## config.mk

```make
export PLATFORM = sky130hd
export DESIGN_NAME = cmp_eqge_serial
export DESIGN_NICKNAME = d
export VERILOG_FILES = /design/src/rtl/cmp_eqge_serial.sv
export SDC_FILE = /design/constraint.sdc
export NUM_CORES = 1
export LEC_CHECK = 0
export CORE_MARGIN = 4
export CORE_UTILIZATION = 45
export CTS_CLUSTER_DIAMETER = 150
export DETAILED_ROUTE_END_ITERATION = 7
export GPL_TIMING_DRIVEN = 0
export HOLD_SLACK_MARGIN = 0.08
export PLACE_DENSITY = 0.75
export RECOVER_POWER = 100
export SLEW_MARGIN = 20
export SYNTH_ARGS = -nofsm -noshare
export SYNTH_HDL_FRONTEND = slang
export SYNTH_SLANG_ARGS = --single-unit
```

## constraint.sdc

```tcl
create_clock -name clk_i -period 2.6 [get_ports clk_i]
set_input_delay 0.26 -clock clk_i [delete_from_list [all_inputs] [get_ports clk_i]]
set_output_delay 0.26 -clock clk_i [all_outputs]
set_load 0.01 [all_outputs]
```

## src/rtl/cmp_eqge_serial.sv

```systemverilog
// Digit-serial EQ/GE comparator: scans operands MSB-first one digit per cycle and stops at the first differing digit.
// Optional build macro CMP_SERIAL_SIGNED_EN selects a two's-complement compare; the default build compares unsigned.

// Single-cycle EQ/GE of two digit-wide operands; speed 0 ripples LSB-to-MSB, otherwise a log-depth prefix tree.
module CmpEQGE #(
  parameter int unsigned width = 8,
  parameter int unsigned speed = 2
) (
  input  logic [width-1:0] A_i,
  input  logic [width-1:0] B_i,
  output logic             EQ_o,
  output logic             GE_o
);

  logic [width-1:0] bit_eq;
  logic [width-1:0] bit_gt;

  assign bit_eq = ~(A_i ^ B_i);
  assign bit_gt = A_i & ~B_i;

  if (speed == 0) begin : g_ripple
    logic eq_acc;
    logic gt_acc;

    // A higher bit that differs overrides whatever the lower bits decided.
    always_comb begin
      eq_acc = 1'b1;
      gt_acc = 1'b0;
      for (int i = 0; i < int'(width); i++) begin
        gt_acc = bit_gt[i] | (bit_eq[i] & gt_acc);
        eq_acc = eq_acc & bit_eq[i];
      end
    end

    assign EQ_o = eq_acc;
    assign GE_o = gt_acc | eq_acc;
  end else begin : g_tree
    // Only the whole-word prefix is needed, so both parallel styles collapse to one balanced tree.
    localparam int unsigned leaves = (width <= 1) ? 1 : (32'd1 << $clog2(width));
    localparam int unsigned nodes  = 2 * leaves - 1;

    logic [nodes-1:0] t_eq;
    logic [nodes-1:0] t_gt;

    // Heap layout: node k has children 2k+1 (less significant) and 2k+2; pad leaves are neutral.
    always_comb begin
      t_eq = '1;
      t_gt = '0;
      for (int i = 0; i < int'(leaves); i++) begin
        if (i < int'(width)) begin
          t_eq[int'(leaves) - 1 + i] = bit_eq[i];
          t_gt[int'(leaves) - 1 + i] = bit_gt[i];
        end
      end
      for (int k = int'(leaves) - 2; k >= 0; k--) begin
        t_eq[k] = t_eq[2*k+2] & t_eq[2*k+1];
        t_gt[k] = t_gt[2*k+2] | (t_eq[2*k+2] & t_gt[2*k+1]);
      end
    end

    assign EQ_o = t_eq[0];
    assign GE_o = t_gt[0] | t_eq[0];
  end

endmodule

module cmp_eqge_serial #(
  parameter int unsigned width = 32,
  parameter int unsigned digit = 8,
  parameter int unsigned speed = 2
) (
  input  logic             clk_i,
  input  logic             rst_ni,
  input  logic             in_valid_i,
  output logic             in_ready_o,
  input  logic [width-1:0] A_i,
  input  logic [width-1:0] B_i,
  output logic             out_valid_o,
  input  logic             out_ready_i,
  output logic             EQ_o,
  output logic             GE_o,
  output logic             busy_o
);

  localparam int unsigned digit_safe = (digit < 1) ? 1 : digit;
  localparam int unsigned n_dig      = width / digit_safe;
  localparam int unsigned cnt_w      = (n_dig > 1) ? $clog2(n_dig) : 1;

  if ((digit < 1) || (digit > width) || ((width % digit_safe) != 0)) begin : g_param_check
    $fatal(1, "cmp_eqge_serial: width must be a nonzero multiple of digit");
  end

  typedef enum logic [1:0] {
    IDLE = 2'd0,
    RUN  = 2'd1,
    DONE = 2'd2
  } state_e;

  state_e           state_q;
  state_e           state_d;
  logic [width-1:0] a_q;
  logic [width-1:0] b_q;
  logic [cnt_w-1:0] cnt_q;

  logic             load;
  logic             shift;
  logic             res_we;
  logic             res_eq;
  logic             res_ge;

  logic [digit-1:0] dig_a;
  logic [digit-1:0] dig_b;
  logic [digit-1:0] cmp_a;
  logic [digit-1:0] cmp_b;
  logic             dig_eq;
  logic             dig_ge;

  assign dig_a = a_q[width-1 -: digit];
  assign dig_b = b_q[width-1 -: digit];

`ifdef CMP_SERIAL_SIGNED_EN
  localparam logic [digit-1:0] msb_mask = digit'(1) << (digit - 1);

  logic first_run;

  // Flipping the sign bit of both top digits maps two's complement order onto unsigned order.
  assign first_run = (cnt_q == cnt_w'(n_dig - 1));
  assign cmp_a     = dig_a ^ (first_run ? msb_mask : '0);
  assign cmp_b     = dig_b ^ (first_run ? msb_mask : '0);
`else
  assign cmp_a = dig_a;
  assign cmp_b = dig_b;
`endif

  CmpEQGE #(
    .width (digit),
    .speed (speed)
  ) u_cmp (
    .A_i  (cmp_a),
    .B_i  (cmp_b),
    .EQ_o (dig_eq),
    .GE_o (dig_ge)
  );

  // Next state and datapath controls.
  always_comb begin
    state_d = state_q;
    load    = 1'b0;
    shift   = 1'b0;
    res_we  = 1'b0;
    res_eq  = 1'b0;
    res_ge  = 1'b0;
    case (state_q)
      IDLE: begin
        if (in_valid_i) begin
          load    = 1'b1;
          state_d = RUN;
        end
      end
      RUN: begin
        if (!dig_eq) begin
          res_we  = 1'b1;
          res_eq  = 1'b0;
          res_ge  = dig_ge;
          state_d = DONE;
        end else if (cnt_q == '0) begin
          res_we  = 1'b1;
          res_eq  = 1'b1;
          res_ge  = 1'b1;
          state_d = DONE;
        end else begin
          shift = 1'b1;
        end
      end
      DONE: begin
        if (out_ready_i) begin
          state_d = IDLE;
        end
      end
      default: state_d = IDLE;
    endcase
  end

  // State, handshake flags and result register; flags are decoded from the next state.
  always_ff @(posedge clk_i) begin
    if (!rst_ni) begin
      state_q     <= IDLE;
      in_ready_o  <= 1'b1;
      out_valid_o <= 1'b0;
      busy_o      <= 1'b0;
      EQ_o        <= 1'b0;
      GE_o        <= 1'b0;
      cnt_q       <= '0;
    end else begin
      state_q     <= state_d;
      in_ready_o  <= (state_d == IDLE);
      out_valid_o <= (state_d == DONE);
      busy_o      <= (state_d != IDLE);
      if (res_we) begin
        EQ_o <= res_eq;
        GE_o <= res_ge;
      end
      if (load) begin
        cnt_q <= cnt_w'(n_dig - 1);
      end else if (shift) begin
        cnt_q <= cnt_q - cnt_w'(1);
      end
    end
  end

  // Operand shift registers; the digit under test is always the top one.
  always_ff @(posedge clk_i) begin
    if (load) begin
      a_q <= A_i;
      b_q <= B_i;
    end else if (shift) begin
      a_q <= a_q << digit;
      b_q <= b_q << digit;
    end
  end

endmodule

```

==> summary.txt <==
Placement
  – Dpl cell area: slightly above 0.004 sq mm
  – HPWL Detailed: slightly below 4000 um
  – I/O Buffers: just over 70
  – Global placer's final weighted congestion: ~0.71
  – Dpl cells: 365
  – Pre-CTS setup slack: ~0.24 ns

Power
  – Pleak: between 1.5 and 2 nW
  – Worst vdd ir: between 0.0003 and 0.0004 V
  – Total power: 2.63 mW
  – PwrDens: 626 mW/mm^2

Timing
  – Max-slew violations: 0
  – Slew @ Worst Pin: roughly 0.54 ns
  – Unrepaired setup endpoints after global routing: no
  – Setup Skew: about 0.0038 ns
  – Post-layout min period: around 2.3 ns
  – Setup TNS: 0 ns
  – Hold Violations, Final: 0
  – Worst hold slack: 0.546 ns
  – Max Clk Rate: approximately 0.43 GHz
  – Slew HR: 64.0%
  – Fin worst setup slack: ~0.28 ns
  – Final setup vio count: 0
  – Final period utilization: approximately nine tenths

Clock tree
  – CTS hold repair buffers: 0
  – Clk sinks: 73
  – H-tree depth: 3
  – Clock Latency Late Sink: between 0.3 and 0.4 ns
  – PostCTS Resize Cnt: 0
  – CTS tree: built
  – Clock-pin slew on the worst setup and hold paths: approximately 0.070 ns
  – Postcts setup bufs: 0
  – Total CTS buffers: 9
  – Root Buffer: clkbuf_8
  – CTS Buffer Depth: 2

Logic synthesis
  – Top cells by area, synth: edfxtp_1, mux2_2, dfxtp_1
  – Syn Area/Cell: roughly 16 sq um
  – Top-count cell post-synth: edfxtp_1
  – Ys flop type: edfxtp_1
  – Mapped cell area: about 0.0032 sq mm
  – Syn Nets: about 270
  – Synth Register Bits: between 70 and 80
  – Post-synthesis cell count: 196
  – Yosys cell types: 31
  – Number of synthesized flops with an enable pin: 64
  – Sequential area share after synthesis: 66.2%
  – Ys Warns: 0
  – Cell taking the most area after synthesis: edfxtp_1
  – List of most frequent post-synthesis cells: edfxtp_1, mux2_2, and2_1
  – Async set-or-reset flop fraction in the synthesized netlist: 0%
  – Post-synth top area share: between 60 and 70%

Floorplan
  – I/O Pins: 73
  – Die footprint: approximately 0.0085 sq mm
  – Die width: 92.0 um
  – Die H: 92.0 um
  – Starting Density: between 40% and 50%
  – Row cnt: 30
  – Core box area: ~0.0068 sq mm

Layout
  – Layout Cells excl Fill: around 380
  – Fin util: 61.5%
  – Layout cell share with drive strength beyond 1: 23.5%
  – Final layout net count: around 360
  – Design area: 0.00420 sq mm
  – Ant diodes: 0
  – Area Overhead vs Synth: 32.4%

Worst hold path
  – Hold Crit Start: b_q[7]$_SDFFCE_PN0P_
  – Hold Path Class: register to register

Critical path
  – Delay-heaviest family, CP: simple AND/OR/NAND/NOR gates
  – Max incr delay on CP: around 0.39 ns
  – Critical path endpoint category: register
  – WP data arrival: between 2 and 2.5 ns
  – WS Path Type: register to register
  – Crit-path max FO: 45
  – WP buf/inv: 1
  – Data required time of the worst path: roughly 2.6 ns
  – CP Launch Type: register
  – Worst R2R Start: a_q[27]$_DFFE_PP_
  – CP Launch Point: a_q[27]$_DFFE_PP_
  – Crit-path slowest cell: edfxtp_1
  – Cell Chain, Critical Path: ha_1 -> nand4_1 -> nor4b_4 -> or2_4 -> buf_12

Drt
  – Routed WL: roughly 5400 um
  – 1st-iter DRT viols: 75
  – Via density: 4.73
  – Antenna viol nets, final: 0
  – DRC errors left: 0
  – Wire per inst: 14.3 um
  – Drt first pass iters: 4
  – DR vias: between 1,500 and 2,000

GRT
  – Antenna violations before repair: 0
  – Largest net degree at the start of global routing: 46
  – Total global-route track usage: between 10% and 20%
  – Grt total ovfl: 0
  – Vias in the first global route: 1,942
  – First-pass GRT wire length: between 9000 and 10,000 um

Run
  – Max-cap violations: 0

Status
  – Status: completed
[final timing paths]
check | endpoint | slack (ns) | cells past startpoint
setup reg to reg | a_q[22]$_DFFE_PP_ | 0.28 | 5
hold reg to reg | b_q[15]$_DFFE_PP_ | 0.55 | 1
hold / removal | b_q[15]$_DFFE_PP_ | 0.55 | 1
setup / recovery | a_q[22]$_DFFE_PP_ | 0.28 | 5
[area by class of cell]
type	count	area, sq um
Clock buffer	11	131
Sequential cell	73	2100
Tap cell	96	120
Multi-Input combinational cell	105	991
Fill cell	563	2630
Inverter	11	41.3
Timing Repair Buffer	73	741
Clock inverter	5	46.3
Buffer	7	30.0
[state kept, by name, indices dropped and copies added, names as in the netlist]
signal       count
in_ready_o       1
busy_o           1
GE_o             1
EQ_o             1
state_q          2
b_q             32
cnt_q            2
a_q             32
out_valid_o      1
[cells by family after synthesis]
kind of cell / share of synthesized area (%)
buffers and inverters: 2.48
xor gates and xnor gates: 0.276
adders and majority gates: 3.55
muxes: 17.3
AOI/OAI and AO/OA: 3.15
and+or+nand+nor: 6.98
DFF: 66.2
[layer usage]
metal	GRT usage [%]	vias to the layer above	part of all wire (%)
met4	7.80	0	1.4
met5	0	-	0
met3	2.87	4	5.5
met1	17.3	854	41
li1	-	895	-
met2	24.5	48	52
[where the power goes]
| part | total (mW) | internal [mW] | leakage [nW] | switching (mW) |
|---|---|---|---|---|
| Combinational | 0.377 | 0.227 | 0.761 | 0.150 |
| Clock | 0.820 | 0.433 | 0.0898 | 0.386 |
| Sequential | 1.43 | 1.41 | 0.694 | 0.0264 |
[cell usage in the layout, fill, tap and decap left out, types with 2 or more instances in the layout]
cell type        instances
inv_1                   11
a21boi_0                 2
clkbuf_1                 6
mux2_2                  48
and2_0                   9
edfxtp_1                64
o21a_1                   2
and2_1                   9
ha_1                     9
o21ai_0                  2
clkdlybuf4s50_1         66
dlygate4sd3_1            6
nand2_1                  2
clkbuf_2                 2
a21oi_1                  4
dfxtp_1                  9
clkbuf_8                 9
clkinv_1                 3
a21o_1                   2
Note: power is estimated with default switching activity, not from simulation.
